## config.mk

```make
export PLATFORM = sky130hd
export DESIGN_NAME = iobus_arbiter
export DESIGN_NICKNAME = d
export VERILOG_FILES = /design/src/rtl/iobus_arbiter.sv
export SDC_FILE = /design/constraint.sdc
export NUM_CORES = 1
export LEC_CHECK = 0
export BUFFER_PORTS_ARGS = -buffer_cell sky130_fd_sc_hd__buf_2
export CORE_AREA = 2 2 115 117
export DETAILED_ROUTE_END_ITERATION = 8
export DIE_AREA = 0 0 117 119
export PLACE_DENSITY = 0.79
export SLEW_MARGIN = 5
export SYNTH_ARGS = -nofsm -noshare
export SYNTH_HDL_FRONTEND = slang
export SYNTH_SLANG_ARGS = --single-unit
export TNS_END_PERCENT = 10
```

## constraint.sdc

```tcl
create_clock -name CLK -period 5.2 [get_ports CLK]
set_input_delay 1.56 -clock CLK [delete_from_list [all_inputs] [get_ports CLK]]
set_output_delay 1.56 -clock CLK [all_outputs]
set_load 0.02 [all_outputs]
```

## src/rtl/iobus_arbiter.sv

```systemverilog
// Round-robin arbiter that shares the MMIO IOBUS between the MCU load/store
// master (M0) and the debug/DMA master (M1), sequencing one transaction at a time.
module iobus_arbiter #(
  parameter int NUM_WAIT = 1
) (
  input  logic        CLK,
  input  logic        RST,
  input  logic        M0_REQ,
  input  logic        M0_WR,
  input  logic [31:0] M0_ADDR,
  input  logic [31:0] M0_WDATA,
  output logic        M0_GNT,
  output logic        M0_DONE,
  output logic [31:0] M0_RDATA,
  input  logic        M1_REQ,
  input  logic        M1_WR,
  input  logic [31:0] M1_ADDR,
  input  logic [31:0] M1_WDATA,
  output logic        M1_GNT,
  output logic        M1_DONE,
  output logic [31:0] M1_RDATA,
  output logic [31:0] IOBUS_ADDR,
  output logic [31:0] IOBUS_OUT,
  output logic        IOBUS_WR,
  input  logic [31:0] IOBUS_IN,
  output logic        BUSY
);

  localparam int WCW = (NUM_WAIT < 1) ? 1 : $clog2(NUM_WAIT + 1);
  localparam logic [WCW-1:0] WAIT_LAST = WCW'(NUM_WAIT);

  typedef enum logic [1:0] {
    ST_IDLE   = 2'd0,
    ST_ACCESS = 2'd1,
    ST_DONE   = 2'd2
  } state_t;

  state_t         state_r;
  state_t         next_state_s;
  logic           owner_r;       // 1'b0 = M0, 1'b1 = M1
  logic           last_owner_r;
  logic           wr_r;
  logic [WCW-1:0] wait_cnt_r;
  logic [31:0]    addr_r;
  logic [31:0]    out_r;
  logic [31:0]    rdata0_r;
  logic [31:0]    rdata1_r;
  logic           start_s;
  logic           pick_s;
  logic           last_access_s;

  // Next-state decode and round-robin pick; a tie goes to the master that did not own last.
  always_comb begin
    next_state_s  = state_r;
    start_s       = 1'b0;
    pick_s        = owner_r;
    last_access_s = 1'b0;
    case (state_r)
      ST_IDLE: begin
        if (M0_REQ && M1_REQ) begin
          start_s      = 1'b1;
          pick_s       = ~last_owner_r;
          next_state_s = ST_ACCESS;
        end else if (M0_REQ) begin
          start_s      = 1'b1;
          pick_s       = 1'b0;
          next_state_s = ST_ACCESS;
        end else if (M1_REQ) begin
          start_s      = 1'b1;
          pick_s       = 1'b1;
          next_state_s = ST_ACCESS;
        end else begin
          next_state_s = ST_IDLE;
        end
      end
      ST_ACCESS: begin
        if (wr_r || (wait_cnt_r == WAIT_LAST)) begin
          last_access_s = 1'b1;
          next_state_s  = ST_DONE;
        end else begin
          next_state_s  = ST_ACCESS;
        end
      end
      ST_DONE: begin
        next_state_s = ST_IDLE;
      end
      default: begin
        next_state_s = ST_IDLE;
      end
    endcase
  end

  // State, ownership, bus registers and read-data capture.
  always_ff @(posedge CLK) begin
    if (RST) begin
      state_r      <= ST_IDLE;
      owner_r      <= 1'b0;
      last_owner_r <= 1'b1;
      wr_r         <= 1'b0;
      wait_cnt_r   <= '0;
      addr_r       <= 32'h0000_0000;
      out_r        <= 32'h0000_0000;
      rdata0_r     <= 32'h0000_0000;
      rdata1_r     <= 32'h0000_0000;
    end else begin
      state_r <= next_state_s;
      if (start_s) begin
        owner_r      <= pick_s;
        last_owner_r <= pick_s;
        wr_r         <= pick_s ? M1_WR    : M0_WR;
        addr_r       <= pick_s ? M1_ADDR  : M0_ADDR;
        out_r        <= pick_s ? M1_WDATA : M0_WDATA;
        wait_cnt_r   <= '0;
      end else if (state_r == ST_ACCESS) begin
        if (last_access_s) begin
          // Bus returns to zero for the DONE cycle; only the owner's read data moves.
          addr_r <= 32'h0000_0000;
          out_r  <= 32'h0000_0000;
          if (!wr_r && !owner_r) rdata0_r <= IOBUS_IN;
          if (!wr_r &&  owner_r) rdata1_r <= IOBUS_IN;
        end else begin
          wait_cnt_r <= wait_cnt_r + WCW'(1);
        end
      end
    end
  end

  assign BUSY       = (state_r != ST_IDLE);
  assign M0_GNT     = BUSY && !owner_r;
  assign M1_GNT     = BUSY &&  owner_r;
  assign M0_DONE    = (state_r == ST_DONE) && !owner_r;
  assign M1_DONE    = (state_r == ST_DONE) &&  owner_r;
  assign IOBUS_WR   = (state_r == ST_ACCESS) && wr_r;
  assign IOBUS_ADDR = addr_r;
  assign IOBUS_OUT  = out_r;
  assign M0_RDATA   = rdata0_r;
  assign M1_RDATA   = rdata1_r;

endmodule

```

==> run summary <==
The logs give 0 for the final-report setup violation count and 5218 for the via count of the first global-routing pass. The clock network fraction of design power was 44.6%. DRC violation count after routing: 0.

Type of element capturing the critical path: an output pin. The number of I/O port buffers was 299. Per report_power, the combinational group accounts for 15.6% of the total.

Across all register-to-register paths, the minimum setup slack is 3.08 ns. Number of detailed-route iterations in the first pass: 5. Once the floorplan was initialized, standard cells occupied 41.3% of the core.

Counting the buffers created by CTS gives 17. The hold violation count in the final report is 0, and the count of filler cells inserted in the layout is 1135. For the final routed database, the setup TNS stands at 0 ns.

The die is 117 um wide. The minimum period implied by the final worst setup slack is 3.72 ns, and the tightest slew margin relative to the limit is 39.8%. Setup slack on the critical path of the routed design comes to 1.48 ns. The top cell type's share of synthesized area was 50.5%; the layout net count was 985. The die covers 13900 um^2. For this design, the CTS-stage hold fixing added 0 buffers. The most common cell type on the critical path was sky130_fd_sc_hd__buf_4. For this run, the number of Yosys warnings is 0. The die outline height is 119 um. The tools report the root buffer cell as sky130_fd_sc_hd__clkbuf_16. The wire length per cell after detailed routing works out to 17.2 um.

Once detail routing completed, the nets flagged for antenna violations numbered 0. The run gives 546 as the DRC violation total after the first TritonRoute iteration. After synthesis, the cell types taking the most area are sky130_fd_sc_hd__dfxtp_1, sky130_fd_sc_hd__a221o_2, sky130_fd_sc_hd__and3_1, sky130_fd_sc_hd__a21oi_1, sky130_fd_sc_hd__nand3_1. For this run the aggregate overflow at the end of global routing stands at 0.

Power spread over the standard cell area amounts to 384 nW/um^2. The tools report the post-synthesis instance area as 5310 um^2. After detailed routing, the total wire length is 17300 um. Along the worst hold path, the cell count comes to 2. For this run, the total global-route usage over all layers was measured as 24.0%. In this run the post-CTS setup repair buffer count came out at 0. The peak supply drop came out at 0.226 mV. The fraction of power consumed by sequential logic came out at 39.8%. The run gives 26500 um as the first-pass GRT wire length.

Compared with the post-synthesis result, the final layout area differs by 40.2%. TritonCTS built the clock tree. The internal power of the cells came out at 2.10 mW.

The count of different cell masters after synthesis came out at 31. Gates resized during post-CTS repair numbered 0. The tree built by TritonCTS fans out to 134 sinks. The congestion estimate from routability-driven global placement came to 0.854.

Static timing analysis puts the maximum clock frequency at 0.269 GHz. Pin count of the biggest net entering global routing: 72. Of the total power, the share spent switching nets is 26.6%.

Walking the worst path, the cells encountered are buf_4 -> inv_1 -> buf_4 -> nor3b_1 -> buf_2. Via count: 5598. After detailed routing, the number of vias per cell comes to 5.56.

The worst path arrival time is 2.16 ns. In the synthesized netlist the dominant register cell turns out to be sky130_fd_sc_hd__dfxtp_1. The clock slew seen by the registers of the worst setup and hold paths was 0.05 ns.

The analysis attributes to net switching a power of 0.761 mW. The mean post-synth cell area was 9.57 um^2; the number of nets produced by synthesis was 721. For the synthesized netlist cell count, the log shows 555. Estimated wirelength of the detail-placed design: 11500 um.

After synthesis, the share of flip-flops with an asynchronous set or reset is 0%. The data required time at the worst endpoint was 3.64 ns. For the maximum count of clock buffers along a single path, the log shows 2. The max-slew violation total from the final report is 0, and the number of max-cap violations is 0. Yosys mapped a number of flops with a built-in enable equal to 0. Top cell type by total area after synthesis: sky130_fd_sc_hd__dfxtp_1. The H-tree was split into 4 levels. The fraction of layout cells with a size suffix above 1 works out to 47.8%. OpenSTA, run right after detailed placement, puts the worst setup slack at 1.84 ns.

On the final layout, the worst hold slack is 0.470 ns. Actual transition at the worst max-transition pin: 0.901 ns. The standard cell with the maximum stage delay on the critical path was sky130_fd_sc_hd__buf_4. After floorplanning, the core was sized to cover 12900 um^2. The tools report the initial antenna violation count as 1. In this run the core area contains 42 standard-cell rows. For this run, the slowest stage of the critical path takes 0.50 ns. The worst-path maximum fanout is 70. The register area share after synthesis was 50.5%. The latest clock arrival within the worst-skew pair is 0.41 ns.

Clock skew on the completed layout was measured at 0.00891 ns. For this design the static power due to leakage is 3.64 nW. The number of cells on the worst reg-to-reg path works out to 4. Type of the tightest min-delay check: reg2reg. Setup repair after global routing left no endpoint under its margin.

The overall power consumption is 2.86 mW. The kind of critical path is reg2out. The flow ran to the end, and the final reports show no timing, DRC or antenna violations. STA classifies the critical path startpoint as a flip-flop.

Of the available clock period, the critical path in the final layout requires 71.6%. Counting flops and latches in the post-synthesis netlist gives 134. For this design the top-level I/O count stands at 300.
==> layout make-up <==
class | count | area, um^2 | area share (%)
repair buffers | 308 | 1560 | 21.0
clock inverters | 11 | 175 | 2.35
diodes | 1 | 2.50 | 0.0336
well taps | 176 | 220 | 2.96
inverters | 4 | 15.0 | 0.202
flip-flops and latches | 134 | 2680 | 36.0
multi-input cells | 354 | 2330 | 31.3
clock buffers | 19 | 453 | 6.08
==> placed cells by master (no fill, tap or decap), types with 2 or more instances in the layout <==
cell type	n
sky130_fd_sc_hd__nand3_1	64
sky130_fd_sc_hd__and2_1	2
sky130_fd_sc_hd__a21oi_1	66
sky130_fd_sc_hd__nor2b_1	2
sky130_fd_sc_hd__o21ai_0	64
sky130_fd_sc_hd__dfxtp_1	133
sky130_fd_sc_hd__and3_1	64
sky130_fd_sc_hd__buf_2	299
sky130_fd_sc_hd__clkbuf_8	2
sky130_fd_sc_hd__inv_1	4
sky130_fd_sc_hd__clkinvlp_4	2
sky130_fd_sc_hd__nor2_1	7
sky130_fd_sc_hd__nor3b_1	2
sky130_fd_sc_hd__clkinv_4	3
sky130_fd_sc_hd__a221o_1	17
sky130_fd_sc_hd__bufinv_16	4
sky130_fd_sc_hd__buf_4	9
sky130_fd_sc_hd__nand2_1	2
sky130_fd_sc_hd__a221o_2	48
sky130_fd_sc_hd__clkbuf_16	17
sky130_fd_sc_hd__or2_2	2
==> power groups by stage <==
| stage | combinational [mW] | clock [mW] | sequential (mW) |
|---|---|---|---|
| floorplan | 0.201 | 0 | 1.23 |
| global placement | 0.435 | 0 | 1.16 |
| finish | 0.446 | 1.27 | 1.14 |
| global route | 0.480 | 1.35 | 1.14 |
| CTS | 0.445 | 1.29 | 1.14 |
| detailed placement | 0.443 | 0 | 1.16 |
==> per-layer routing <==
layer  GRT usage [%]  part of all wire, %  wire, um
met1            29.5                   39      6830
met5               0                    0         0
met3            7.28                  8.4      1460
met2            38.6                   49      8470
met4            10.7                  3.2       552
==> final timing paths <==
check	from	end
max	owner_r	M1_DONE
min	M1_RDATA[6]	M1_RDATA[6]
max reg2reg	state_r[1]	IOBUS_OUT[1]
min reg2reg	M1_RDATA[6]	M1_RDATA[6]
==> critical path: cells and delay by family (launching register included) <==
family	cells	cell delay, ns
and+or+nand+nor	1	0.25
DFF	1	0.31
buffers and inverters	4	1.12
==> through the flow <==
stage / instances / cell area [um^2] / utilization (%)
5_1_grt: 1007 / 7450 / 57.8
2_1_floorplan: 555 / 5310 / -
6_report: 1007 / 7450 / 57.8
3_3_place_gp: 976 / 6820 / 52.9
3_5_place_dp: 976 / 6820 / 52.9
4_1_cts: 1006 / 7440 / 57.8
==> logic make-up after synthesis <==
family | after synthesis | share of synthesized area (%)
buffers and inverters | 67 | 6.19
AND/OR/NAND/NOR | 152 | 16.5
flip-flops | 134 | 50.5
AO/OA/AOI/OAI | 202 | 26.8
==> synthesized netlist by cell type (4+ instances only) <==
| cell | count |
|---|---|
| sky130_fd_sc_hd__a221o_2 | 48 |
| sky130_fd_sc_hd__buf_1 | 7 |
| sky130_fd_sc_hd__a221o_1 | 17 |
| sky130_fd_sc_hd__buf_4 | 6 |
| sky130_fd_sc_hd__dfxtp_1 | 134 |
| sky130_fd_sc_hd__buf_6 | 7 |
| sky130_fd_sc_hd__and3_1 | 64 |
| sky130_fd_sc_hd__inv_1 | 4 |
| sky130_fd_sc_hd__a21oi_1 | 67 |
| sky130_fd_sc_hd__nor2_1 | 7 |
| sky130_fd_sc_hd__o21ai_0 | 64 |
| sky130_fd_sc_hd__clkbuf_1 | 41 |
| sky130_fd_sc_hd__nand3_1 | 64 |
==> state kept, by name, indices dropped and copies added, names as in the netlist <==
register / count
IOBUS_ADDR: 32
IOBUS_OUT: 32
M0_RDATA: 32
M1_RDATA: 32
last_owner_r: 1
owner_r: 1
state_r: 2
wait_cnt_r: 1
wr_r: 1
No activity file was read; power rests on OpenSTA's default activity.
